$ cat src/rtl/banner_scan_ctrl.sv
// banner_scan_ctrl: per-scanline row fetch from the banner bitmap ROM, a
// registered pixel stream inside the display window, and a per-frame
// horizontal scroll offset with wrap-around.
module banner_scan_ctrl #(
   parameter int WIN_X    = 100,
   parameter int WIN_Y    = 40,
   parameter int WIN_W    = 640,
   parameter int SCALE_SH = 1,
   parameter int ROW_BITS = 1440
) (
   input  logic                clk,
   input  logic                rst_n,
   input  logic                line_start,
   input  logic [10:0]         line_y,
   input  logic                frame_start,
   input  logic                de,
   input  logic [10:0]         pix_x,
   input  logic                scroll_en,
   input  logic [3:0]          speed,
   input  logic                scroll_clr,
   input  logic [ROW_BITS-1:0] rom_data,
   output logic [5:0]          rom_addr,
   output logic                pixel_on,
   output logic                in_window,
   output logic [10:0]         scroll_pos,
   output logic                busy
);

   localparam int          ROWS  = 41;
   localparam int          IW    = $clog2(ROW_BITS);
   localparam logic [11:0] WX    = 12'(WIN_X);
   localparam logic [11:0] WEND  = 12'(WIN_X + WIN_W);
   localparam logic [11:0] RB    = 12'(ROW_BITS);
   localparam logic [10:0] WY    = 11'(WIN_Y);
   localparam logic [10:0] RMAX  = 11'(ROWS - 1);

   typedef enum logic [1:0] {IDLE, FETCH, LATCH} state_t;

   state_t              state_q, state_d;
   logic [5:0]          rom_addr_q, rom_addr_d;
   logic                busy_q, busy_d;
   logic                row_valid_q, row_valid_d;
   logic [ROW_BITS-1:0] row_buf_q, row_buf_d;
   logic                pixel_on_q, pixel_on_d;
   logic                in_window_q, in_window_d;
   logic [10:0]         scroll_pos_q, scroll_pos_d;

   // Row decode for the incoming line: ROM row r lives at address r+1
   logic [10:0] dy, row_r;
   logic        row_hit;
   assign dy      = line_y - WY;
   assign row_r   = dy >> SCALE_SH;
   assign row_hit = (line_y >= WY) && (row_r <= RMAX);

   // Row-fetch FSM; a new line_start always wins over a fetch in flight
   always_comb begin
      state_d     = state_q;
      rom_addr_d  = rom_addr_q;
      busy_d      = busy_q;
      row_valid_d = row_valid_q;
      row_buf_d   = row_buf_q;
      if (line_start) begin
         row_valid_d = 1'b0;
         if (row_hit) begin
            rom_addr_d = row_r[5:0] + 6'd1;
            busy_d     = 1'b1;
            state_d    = FETCH;
         end else begin
            rom_addr_d = 6'd0;
            busy_d     = 1'b0;
            state_d    = IDLE;
         end
      end else begin
         case (state_q)
            FETCH: state_d = LATCH;
            LATCH: begin
               row_buf_d   = rom_data;
               row_valid_d = 1'b1;
               busy_d      = 1'b0;
               state_d     = IDLE;
            end
            default: state_d = IDLE;
         endcase
      end
   end

   // Pixel path: window test plus scrolled bit lookup (leftmost pixel = MSB)
   logic [11:0]   px12, col, s_raw, s_wrap;
   logic [IW-1:0] bit_idx;
   logic          win, bit_val;
   always_comb begin
      px12    = {1'b0, pix_x};
      win     = de && (px12 >= WX) && (px12 < WEND);
      col     = px12 - WX;
      s_raw   = col + {1'b0, scroll_pos_q};
      s_wrap  = (s_raw >= RB) ? (s_raw - RB) : s_raw;
      bit_idx = IW'(ROW_BITS - 1) - s_wrap[IW-1:0];
      // Out-of-window columns can produce out-of-range offsets; mask them
      bit_val = (s_wrap < RB) ? row_buf_q[bit_idx] : 1'b0;
      in_window_d = win;
      pixel_on_d  = win && row_valid_q && bit_val;
   end

   // Scroll offset: clear has priority over the per-frame advance
   logic [11:0] p_sum;
   always_comb begin
      p_sum        = {1'b0, scroll_pos_q} + {8'd0, speed};
      scroll_pos_d = scroll_pos_q;
      if (scroll_clr)
         scroll_pos_d = 11'd0;
      else if (frame_start && scroll_en)
         scroll_pos_d = (p_sum >= RB) ? 11'(p_sum - RB) : p_sum[10:0];
   end

   // State registers; reset discards any partially fetched row
   always_ff @(posedge clk or negedge rst_n) begin
      if (!rst_n) begin
         state_q      <= IDLE;
         rom_addr_q   <= '0;
         busy_q       <= 1'b0;
         row_valid_q  <= 1'b0;
         row_buf_q    <= '0;
         pixel_on_q   <= 1'b0;
         in_window_q  <= 1'b0;
         scroll_pos_q <= '0;
      end else begin
         state_q      <= state_d;
         rom_addr_q   <= rom_addr_d;
         busy_q       <= busy_d;
         row_valid_q  <= row_valid_d;
         row_buf_q    <= row_buf_d;
         pixel_on_q   <= pixel_on_d;
         in_window_q  <= in_window_d;
         scroll_pos_q <= scroll_pos_d;
      end
   end

   assign rom_addr   = rom_addr_q;
   assign busy       = busy_q;
   assign pixel_on   = pixel_on_q;
   assign in_window  = in_window_q;
   assign scroll_pos = scroll_pos_q;

endmodule

$ cat config.mk
export PLATFORM = sky130hd
export DESIGN_NAME = banner_scan_ctrl
export DESIGN_NICKNAME = d
export VERILOG_FILES = /design/src/rtl/banner_scan_ctrl.sv
export SDC_FILE = /design/constraint.sdc
export NUM_CORES = 2
export LEC_CHECK = 0
export ABC_CLOCK_PERIOD_IN_PS = 6380
export CAP_MARGIN = 10
export CORE_AREA = 2 2 588 590
export DETAILED_ROUTE_END_ITERATION = 8
export DIE_AREA = 0 0 590 592
export DONT_BUFFER_PORTS = 1
export GPL_TIMING_DRIVEN = 0
export PLACE_DENSITY = 0.42
export RECOVER_POWER = 50
export SLEW_MARGIN = 20
export SYNTH_ARGS = -nofsm -noshare
export SYNTH_HDL_FRONTEND = slang
export SYNTH_SLANG_ARGS = --single-unit
$ cat constraint.sdc
create_clock -name clk -period 6.38 [get_ports clk]
set_input_delay 0.638 -clock clk [delete_from_list [all_inputs] [get_ports clk]]
set_output_delay 0.638 -clock clk [all_outputs]
set_load 0.1 [all_outputs]
### Word-level counts from Yosys, hierarchy flattened

Index checks and enable logic that the tools add are counted.

* flip-flop bits (word level): 1463
* input bits: 1473
* output and inout port bits: 20

* add/subtract/negate cells: 8
* magnitude comparators: 8
* equal/unequal tests: 2
* muxes and demuxes: 16
* bitwise operators: 1
* reduce and logical (&&, ||, !) cells: 9

Operators with widths (number)
* 11-bit 2-to-1 mux: 3
* 12-bit by 11-bit >= comparator with 1-bit output, second input constant: 2
* 11-bit by 4-bit adder with 12-bit output: 1
* 12-bit by 11-bit adder with 12-bit output: 1
* 11-bit by 12-bit less-than comparator with 1-bit output, second input constant: 1
* 12-bit by 11-bit less-than comparator with 1-bit output, second input constant: 1
* 12-bit 2-to-1 mux: 1
* 11-bit by 7-bit subtractor with 12-bit output, second input constant: 1
* 12-bit by 11-bit subtractor with 12-bit output, second input constant: 1
* 1-bit binary-select mux with 11-bit select: 1
* 11-bit by 6-bit >= comparator with 1-bit output, second input constant: 1
* 11-bit by 7-bit >= comparator with 1-bit output, second input constant: 1
* 11-bit by 10-bit less-than comparator with 1-bit output, second input constant: 1
* 11-bit subtractor, first input constant: 1
* 11-bit subtractor, second input constant: 1
* 11-bit by 6-bit subtractor with 11-bit output, second input constant: 1
* 10-bit by 6-bit <= comparator with 1-bit output, second input constant: 1
* 1-bit 2-to-1 mux: 8
* 6-bit by 1-bit adder with 6-bit output, second input constant: 1
* 1-bit logical AND: 6
* 6-bit 2-to-1 mux: 1
* 2-bit 2-to-1 mux: 2
* 2-bit nonzero test: 2
* 2-bit by 1-bit == test with 1-bit output, second input constant: 1
* 3 further kinds: 3

### Longest topological paths before layout

* depth after elaboration: 9
* mapped depth: 23

### Worst setup path after synthesis

Ideal clock, no wire load.

* kind: register to register
* start point: register scroll_pos_q[2], in the netlist scroll_pos[2]
* end point: register pixel_on_q, in the netlist pixel_on
* data arrival time: 4.958 ns
* required time: 6.300 ns
* setup slack: 1.342 ns
* stages on the path, launching flop included: 21
* clock period less this slack: 5.038 ns
* cells stage by stage: dfrtp_1 > inv_1 > ha_1 > inv_1 > ha_1 > a211oi_2 > o21ai_1 > xor2_2 > inv_1 > ha_1 > nor4bb_1 > a32o_1 > o211ai_4 > nand2_4 > mux2_4 > xnor2_4 > or4_1 > o21ai_0 > o211a_1 > a211oi_2 > nor3_2

* cells in the longest elaborated chain, start to end: 8

Ends and longest elaborated chain
* start: declaration: line 46 `logic [10:0] scroll_pos_q, scroll_pos_d;`
* start signal: assignment: line 134 `scroll_pos_q <= scroll_pos_d;`
* 12-bit by 11-bit adder with 12-bit output (*): line 95 `s_raw = col + {1'b0, scroll_pos_q};`
* 12-bit by 11-bit subtractor with 12-bit output or 12-bit by 11-bit >= comparator with 1-bit output (tied branches): line 96 `s_wrap = (s_raw >= RB) ? (s_raw - RB) : s_raw;`
* 12-bit 2-to-1 mux (*): line 96
* 11-bit subtractor: line 97 `bit_idx = IW'(ROW_BITS - 1) - s_wrap[IW-1:0];`
* 1-bit binary-select mux with 11-bit select: line 99 `bit_val = (s_wrap < RB) ? row_buf_q[bit_idx] : 1'b0;`
* 1-bit 2-to-1 mux (implied by the code): line 99
* 1-bit 2-to-1 mux (*): line 99
* 1-bit logical AND (*): line 101 `pixel_on_d = win && row_valid_q && bit_val;`
* via pixel_on_d: line 44 `logic pixel_on_q, pixel_on_d;`
* end signal: assignment: line 132 `pixel_on_q <= pixel_on_d;`
* end: declaration: line 44

The timed path passes the listed nets; every way through them passes the cells marked *. The select of a mux whose other input is x is not followed.
A chain may end at the register's enable or synchronous reset.

### Worst setup path after layout

* start point: register scroll_pos_q[1], in the netlist scroll_pos[1]
* end point: register pixel_on_q, in the netlist pixel_on

The elaborated chain is that of the path after synthesis.

==> impl_metrics.csv <==
group,metric,value,unit
run_status,status,"complete, but fails checks",
run_status,violations,"capacitance limit, slew limit",
layout,total_number_of_nets_in_the_final_design,7318,
synthesis,ys_dominant_reg_cell,"dfrtp_1",
timing,finalClockSkew,0.0373,ns
die,die-area,349000,µm²
worst_setup_path,path_max_fanout,10,
timing,max_freq,164,MHz
global_routing,grt_pass1_wl,446,mm
detailed_routing,post-route-drc-count,0,
place,globalplace.congestion,0.836,
global_routing,number_of_global_route_vias_before_repair,50488,
timing,timing.setup.tns,0,ns
layout,most-common-layout-cells,"dfrtp_1 (1454), dlygate4sd3_1 (1447), mux2_2 (1440), mux4_2 (447), clkbuf_1 (195)",
global_routing,number_of_antenna_violations_at_the_first_check_in_global_routing,171,
cts,htree_num_levels,4,
synthesis,postSynthRegisterBits,1463,
pwr,p_leak,41.8,nW
cts,clk-insertion-delay-late,0.86,ns
detailed_routing,firstDrtPassIters,5,
synthesis,synth_edf_count,0,
cts,clock_buffer_count_from_cts,181,
global_routing,globalRoute.totalOverflow,0,
worst_setup_path,worstSetupPathType,"reg2reg",
die,core.rowCount,215,
synthesis,syn_area,67100,µm²
cts,clk_root_buffer_cell,"clkbuf_16",
synthesis,postSynthAreaPerCell,16.3,µm²
pwr,power,0.0281,W
timing,slew_at_the_pin_with_the_worst_max_slew_slack,3.53,ns
worst_setup_path,cp_launch_type,"register",
min_path,min-delay-path-class,"in2reg",
timing,timing.final.crit_share,95.8,%
worst_setup_path,flop2flop_setup_slack,0.27,ns
layout,mostFrequentLayoutCell,"dfrtp_1",
layout,final_cell_area,95400,µm²
detailed_routing,drt_iter0_drc,2463,
die,height_of_the_die,592,µm
synthesis,proportion_of_synthesized_flip_flops_having_asynchronous_set_or_reset,100,%
die,die-width,590,µm
flow_run,max_cap_viol_count,5,
cts,tritoncts_num_sinks,1463,
timing,hold_violations,0,
die,initial_utilization,19.6,%
timing,rsz0062_at_grt,"false",
detailed_routing,detail_route.wl_per_cell,31.6,µm
worst_setup_path,critPathArrivalTime,6.84,ns
die,core-area,342000,µm²
die,io_pins,1493,
place,place.detailed.hpwl,272,mm
timing,final-max-slew-violation-count,376,
detailed_routing,route.detailed.vias_per_inst,4.27,
worst_setup_path,crit_path_end_kind,"register",
synthesis,synthDistinctLibCells,75,
layout,layout-area-overhead-vs-synth,42.0,%
layout,final_layout_size_suffix_gt1_share,40.4,%
global_routing,grt_use_total,18.7,%
detailed_routing,drtAntennaViolNets,0,
timing,rel_slew_slack,-135,%
cts,worst_setup_hold_path_clk_slew,0.07,ns
synthesis,seq_area_frac_synth,54.5,%
detailed_routing,routed-via-count,45340,
global_routing,grt_start_max_net_pins,234,
pwr,power.density,295,nW/µm²
place,dpl-instance-area,74500,µm²
timing,layout_min_cycle_time,6.11,ns
timing,finalSetupViolCount,0,
detailed_routing,wirelength,335,mm
synthesis,syn_inst,4112,
synthesis,syn_nets,5620,
cts,tritoncts,"yes",
cts,clock_path_buffers,4,
place,port_buffers,0,
pwr,ir_worst_vdd,198,µV
synthesis,synth_warnings,0,
worst_setup_path,required,7.11,ns
synth_stat cells, drive strengths merged, types with 7 or more instances:
| cell type | n | share of area (%) |
|---|---|---|
| a211oi | 10 | 0.13 |
| a21oi | 44 | 0.33 |
| a31oi | 7 | 0.065 |
| and2 | 7 | 0.065 |
| and3 | 12 | 0.11 |
| buf | 64 | 0.45 |
| clkbuf | 213 | 1.2 |
| dfrtp | 1463 | 55 |
| ha | 33 | 0.61 |
| inv | 39 | 0.22 |
| mux2 | 1442 | 24 |
| mux2i | 17 | 0.25 |
| mux4 | 447 | 15 |
| nand2 | 94 | 0.55 |
| nand3 | 25 | 0.19 |
| nor2 | 33 | 0.18 |
| nor3 | 14 | 0.11 |
| o21ai | 30 | 0.22 |
| or3 | 8 | 0.075 |
| xnor2 | 17 | 0.31 |
| xor2 | 11 | 0.17 |
critical path, cell delays in order (launching register included):
cell	delay [ns]
dfrtp_4	0.65
ha_1	0.35
ha_1	0.27
clkbuf_2	0.25
buf_16	0.19
clkbuf_1	0.56
clkdlybuf4s15_2	0.61
clkbuf_2	0.49
mux4_2	0.45
mux4_2	0.56
nand3_1	0.12
nand4_1	0.58
nand2_1	0.26
o221ai_1	0.15
o211a_1	0.19
a211oi_2	0.21
nor3_2	0.07
state kept, by name (all words and copies together) (netlist names):
register / flops
row_valid_q: 1
row_buf_q: 1440
in_window: 1
state_q: 2
busy: 1
pixel_on: 1
scroll_pos: 11
rom_addr: 6
report_power, final:
part,switching (W),total (W),internal [W]
clock,0.00443,0.0109,0.00648
sequential,0.000699,0.0112,0.0105
combinational,0.00304,0.00602,0.00299
stage by stage:
stage / instances / utilization [%] / hold slack (ns) / setup slack (ns)
4_1_cts: 10514 / 27.8 / 0.0114 / 0.00632
6_report: 10611 / 27.8 / 0.121 / 0.265
5_1_grt: 10577 / 27.8 / 0.0827 / 0.0214
2_1_floorplan: 4112 / - / 0.342 / 1.34
3_5_place_dp: 8736 / 21.8 / 0.419 / -2.01
3_3_place_gp: 8669 / 21.3 / 0.389 / -3.95
layer usage:
layer  track usage [%]  wire (µm)
met1              22.5     134000
met2              33.6     171000
met3              4.05      19800
met4              5.13       9600
met5                 0        387
path summary, 6_finish.rpt:
| check | from | endpoint | cells after the start |
|---|---|---|---|
| max | scroll_pos[1] | pixel_on | 16 |
| min | line_y[2] | rom_addr[1] | 3 |
| max reg2reg | scroll_pos[1] | pixel_on | 16 |
| min reg2reg | state_q[1] | state_q[1] | 1 |
| max in group asynchronous | rst_n | row_buf_q[690] | 5 |
| min in group asynchronous | rst_n | row_buf_q[961] | 2 |
layout make-up:
| type | instances | area [µm²] |
|---|---|---|
| multi-input combinational | 2332 | 29400 |
| tap | 4557 | 5700 |
| inverter | 40 | 150 |
| timing repair buffer | 1516 | 15800 |
| antenna | 95 | 238 |
| buffer | 276 | 1240 |
| fill | 34907 | 247000 |
| clock inverter | 74 | 902 |
| sequential | 1463 | 36600 |
| clock buffer | 258 | 5320 |
timing repair:
action | CTS | global route
endpoints found under the hold margin | 1600 | 0
gates resized for setup | 27 | 9
endpoints found under the setup margin | 1 | 1
hold buffers | 1447 | 0
buffers inserted | 0 | 1
pin swaps | 1 | 1
kinds of logic after synthesis:
group,Yosys count,synth area share [%]
xor gates and xnor gates,28,0.471
adders and majority gates,35,0.675
buffers and inverters,317,1.86
and+or+nand+nor,217,1.55
muxes,1906,39.4
DFF,1463,54.5
AOI/OAI and AO/OA,146,1.49
Power figures use the tool's default switching activity.
